`src/rtl/list_packer.sv`:
```
// list_packer: packs a stream of words into 8-word packets (header + up to 7 payload words)
module list_packer #(
    parameter int DW = 32
) (
    input  logic                CLK,
    input  logic                RESET,
    input  logic [DW-1:0]       s_data,
    input  logic                s_valid,
    input  logic                s_last,
    output logic                s_ready,
    output logic [7:0][DW-1:0]  OUT,
    output logic                o_valid,
    input  logic                i_ready
);
    logic [7:1][DW-1:0] fill_buf;
    logic [2:0]         fill_cnt;
    logic               fill_full;
    logic               seq;
    logic               accept;
    logic               xfer;
    logic [7:0][DW-1:0] pkt;
    assign s_ready = ~fill_full;
    assign accept  = s_valid & ~fill_full;
    assign xfer    = fill_full & (~o_valid | i_ready);
    // next packet image: header with seq and count, payload beyond count forced to zero
    always_comb begin
        pkt       = '0;
        pkt[0][4:0] = {1'b0, fill_cnt, seq};
        for (int i = 1; i < 8; i++)
            pkt[i] = (3'(i) <= fill_cnt) ? fill_buf[i] : '0;
    end
    // fill buffer, output register and handshake state
    always_ff @(posedge CLK) begin
        if (RESET) begin
            fill_buf  <= '0;
            fill_cnt  <= '0;
            fill_full <= 1'b0;
            o_valid   <= 1'b0;
            seq       <= 1'b0;
            OUT       <= {{(8*DW-1){1'b0}}, 1'b1};
        end else begin
            if (accept) begin
                fill_buf[fill_cnt + 3'd1] <= s_data;
                fill_cnt                  <= fill_cnt + 3'd1;
                fill_full                 <= s_last | (fill_cnt == 3'd6);
            end
            if (xfer) begin
                OUT       <= pkt;
                seq       <= ~seq;
                fill_cnt  <= '0;
                fill_full <= 1'b0;
            end
            o_valid <= xfer | (o_valid & ~i_ready);
        end
    end
endmodule
```
`config.mk`:
```
export PLATFORM = sky130hd
export DESIGN_NAME = list_packer
export DESIGN_NICKNAME = d
export VERILOG_FILES = /design/src/rtl/list_packer.sv
export SDC_FILE = /design/constraint.sdc
export NUM_CORES = 1
export LEC_CHECK = 0
export CAP_MARGIN = 30
export CORE_ASPECT_RATIO = 2
export CORE_UTILIZATION = 49
export DETAILED_ROUTE_END_ITERATION = 6
export PLACE_DENSITY = 0.85
export SETUP_SLACK_MARGIN = 0.02
export SLEW_MARGIN = 20
export SYNTH_ARGS = -nofsm -noshare
export SYNTH_HDL_FRONTEND = slang
export SYNTH_SLANG_ARGS = --single-unit
```
`constraint.sdc`:
```
create_clock -name CLK -period 3.75 [get_ports CLK]
set_input_delay 1.125 -clock CLK [delete_from_list [all_inputs] [get_ports CLK]]
set_output_delay 1.125 -clock CLK [all_outputs]
set_load 0.05 [all_outputs]
```
==> flow_summary.json <==
{
  "run_status": "finished, final reports clean",
  "syn_area_per_cell_sq_um": 12.0,
  "post-cts-setup-buffers": 0,
  "synth_top_family_by_area": "multiplexers",
  "synthesis.area_sq_um": 16100,
  "clk_path_buf_depth": 3,
  "core_area_sq_um": 32200,
  "cts.htree.levels": 2,
  "routed-via-count": 11200,
  "post_drt_via_cell_ratio": 5.51,
  "post_synth_xor_area_fraction_pct": 0.0544,
  "antenna_cells_inserted": 0,
  "critPathMaxFanout": 8,
  "grt_pass1_wl_um": 65400,
  "finalSetupViolCount": 0,
  "synth.yosys.seq_area_share_pct": 56.9,
  "maximum_number_of_pins_on_one_net_before_global_route_repair": 135,
  "hold_crit_start": "fill_buf[37]",
  "slew_viol_final": 0,
  "leakage_nw": 8.75,
  "routed_wl_um": 43100,
  "vdd.ir_drop.worst_uv": 400,
  "die_area_sq_um": 33600,
  "initial_cell_density_of_the_core_pct": 50.0,
  "worst_r2r_endpoint": "fill_buf[207]",
  "detailedRoute.firstIterationViolations": 657,
  "compound_gate_fraction_of_synth_area_pct": 13.1,
  "timing.fmax_ghz": 0.323,
  "unrepaired_setup_endpoints_after_global_routing": "false",
  "synth_adder_area_share_pct": 0.311,
  "portbufs": 266,
  "cts_tree": "done",
  "hold_depth": 1,
  "post-route-worst-setup-slack_ns": 0.652,
  "clock_skew_ns": 0.0136,
  "synth.lib_cells_used.distinct": 34,
  "drtAntennaViolNets": 0,
  "post_synthesis_mux_area_share_pct": 14.1,
  "worst_setup_hold_path_clk_slew_ns": 0.07,
  "number_of_ports_placed_on_the_die_boundary": 295,
  "criticalPathCategory": "flip-flop to output port",
  "final_min_period_over_clock_period_pct": 82.6,
  "worst-endpoint-arrival_ns": 1.97,
  "worst_ep_required_time_ns": 2.62,
  "clk-insertion-delay-late_ns": 0.54,
  "number_of_antenna_violations_at_the_first_check_in_global_routing": 0,
  "cts-hold-fix-buffers": 0,
  "final-hold-violation-count": 0,
  "critPathLaunchType": "flip-flop",
  "floorplan.die.height_um": 258,
  "worstSetupEndpointType": "output port",
  "pre_cts_slack_ns": 0.588,
  "grt_util_all_layers_pct": 25.7,
  "timing.max_cap.violations": 0,
  "crit_path_time_final_ns": 3.10,
  "post_route_cells_drive_above_1_share_pct": 6.61,
  "yosysWarnings": 0,
  "hold_path_end": "OUT[69]",
  "row_count": 93,
  "pin_slew_with_the_least_headroom_to_its_limit_ns": 0.726,
  "areaGrowthSynthToFinish_pct": 26.4,
  "dpl.hpwl_um": 27900,
  "first_global_vias": 11600,
  "hold_path_class": "flip-flop to flip-flop",
  "gp_congestion": 0.797,
  "drt_pre_antenna_iters": 4,
  "cts_root_buffer": "clkbuf_16",
  "grt.overflow.total": 0,
  "cts_num_sinks": 458,
  "cts-buffers-inserted": 38,
  "num-nets-final": 1616,
  "die_w_um": 130,
  "timing.rr.start": "fill_cnt[0]",
  "ff2ff_path_depth": 6,
  "remaining_drc_errors": 0,
  "cellPowerDensity_nw_per_um2": 482,
  "fin_setup_tns_ns": 0,
  "syn-instance-count": 1345,
  "routed_wire_length_per_instance_um": 21.2,
  "flop_to_flop_setup_slack_ns": 1.13,
  "cts-resized-gates": 0,
  "slew_headroom_pct": 51.6,
  "yosys_register_bits": 458,
  "synth_simple_gate_area_share_pct": 11.1
}
## power by group
part	internal, mW	leakage (nW)	switching (mW)	total (mW)
sequential	4.93	3.69	0.0444	4.98
clock	2.50	0.667	1.78	4.28
combinational	0.192	4.39	0.366	0.558
## flip-flops by register name, indices dropped and copies added, names as in the netlist
register and count:
seq 1, o_valid 1, OUT 228, fill_buf 224
fill_full 1, fill_cnt 3
## placed cells by master (no fill, tap or decap), types with 5 or more instances in the layout
| master | n |
|---|---|
| buf_4 | 23 |
| clkdlybuf4s50_1 | 265 |
| inv_1 | 5 |
| a22o_1 | 226 |
| bufinv_16 | 7 |
| nor2_1 | 6 |
| clkinv_2 | 10 |
| clkbuf_16 | 39 |
| clkbuf_8 | 5 |
| mux2i_1 | 226 |
| nand2b_1 | 257 |
| conb_1 | 28 |
| dfxtp_1 | 458 |
## metal layers
layer | wire, um | share of wire, % | vias up | GRT usage (%)
met5 | 0 | 0 | - | 0
met4 | 2900 | 6.7 | 0 | 16.8
met3 | 2000 | 4.6 | 137 | 3.70
met2 | 21800 | 51 | 365 | 44.9
met1 | 16400 | 38 | 5550 | 28.7
li1 | - | - | 5126 | -
## through the flow
stage               area (sq um)  std cells  utilization [%]  hold slack, ns  power [mW]
finish                     20400       2030             63.2           0.465        9.81
global route               20400       2030             63.2           0.479        10.1
CTS                        20400       2030             63.2           0.466        9.87
detailed placement         19000       1962             59.0           0.453        5.64
global placement           19000       1962             59.0           0.449        5.63
floorplan                  16200       1372                -           0.443        5.49
## cell families after synthesis
group,after synthesis
buffers and inverters,135
AND/OR/NAND/NOR,281
AO/OA/AOI/OAI,239
adder cells (fa/ha/maj),4
other,1
XOR/XNOR,1
flip-flops,458
multiplexers,226
## worst max-delay path by stage
| stage | to | depth (start not counted) | slack, ns | from |
|---|---|---|---|---|
| 2_1_floorplan | OUT[162] | 6 | 1.44 | RESET |
| 5_1_grt | s_ready | 2 | 0.58 | fill_full |
| 4_1_cts | s_ready | 2 | 0.64 | fill_full |
| 6_report | s_ready | 2 | 0.65 | fill_full |
| 3_5_place_dp | fill_buf[207] | 5 | 0.59 | s_valid |
| 3_3_place_gp | fill_buf[218] | 5 | 0.70 | s_valid |
## final cells by class
type / instances / area [sq um]
clock buffer: 47 / 1060
timing repair buffer: 293 / 2920
sequential: 458 / 9170
multi-input combinational: 779 / 6370
tap: 427 / 534
inverter: 5 / 18.8
fill: 2534 / 11900
clock inverter: 21 / 293
## synthesized netlist by cell type (all sizes together)
cell type | count | area [sq um]
or3 | 1 | 6.26
and3b | 1 | 8.76
clkbuf | 41 | 154
nor2 | 6 | 22.5
inv | 5 | 18.8
xnor2 | 1 | 8.76
a21o | 2 | 15.0
o21ai | 1 | 5.00
a311oi | 1 | 15.0
o32a | 1 | 10.0
nor4 | 2 | 33.8
nor3 | 2 | 15.0
nor2b | 3 | 18.8
conb | 1 | 3.75
nor3b | 1 | 12.5
dfxtp | 458 | 9170
a2111oi | 1 | 27.5
and4 | 1 | 8.76
a21oi | 5 | 25.0
buf | 89 | 547
nand2 | 2 | 7.51
nand4 | 4 | 25.0
mux2i | 226 | 2260
nand2b | 258 | 1620
ha | 4 | 50.1
a22o | 227 | 2000
a211oi | 1 | 12.5
## critical path: stages (launching register included)
cell             delay [ns]
dfxtp_1                0.54
inv_1                  0.16
clkdlybuf4s50_1        0.74
No activity file was read; power rests on OpenSTA's default activity.
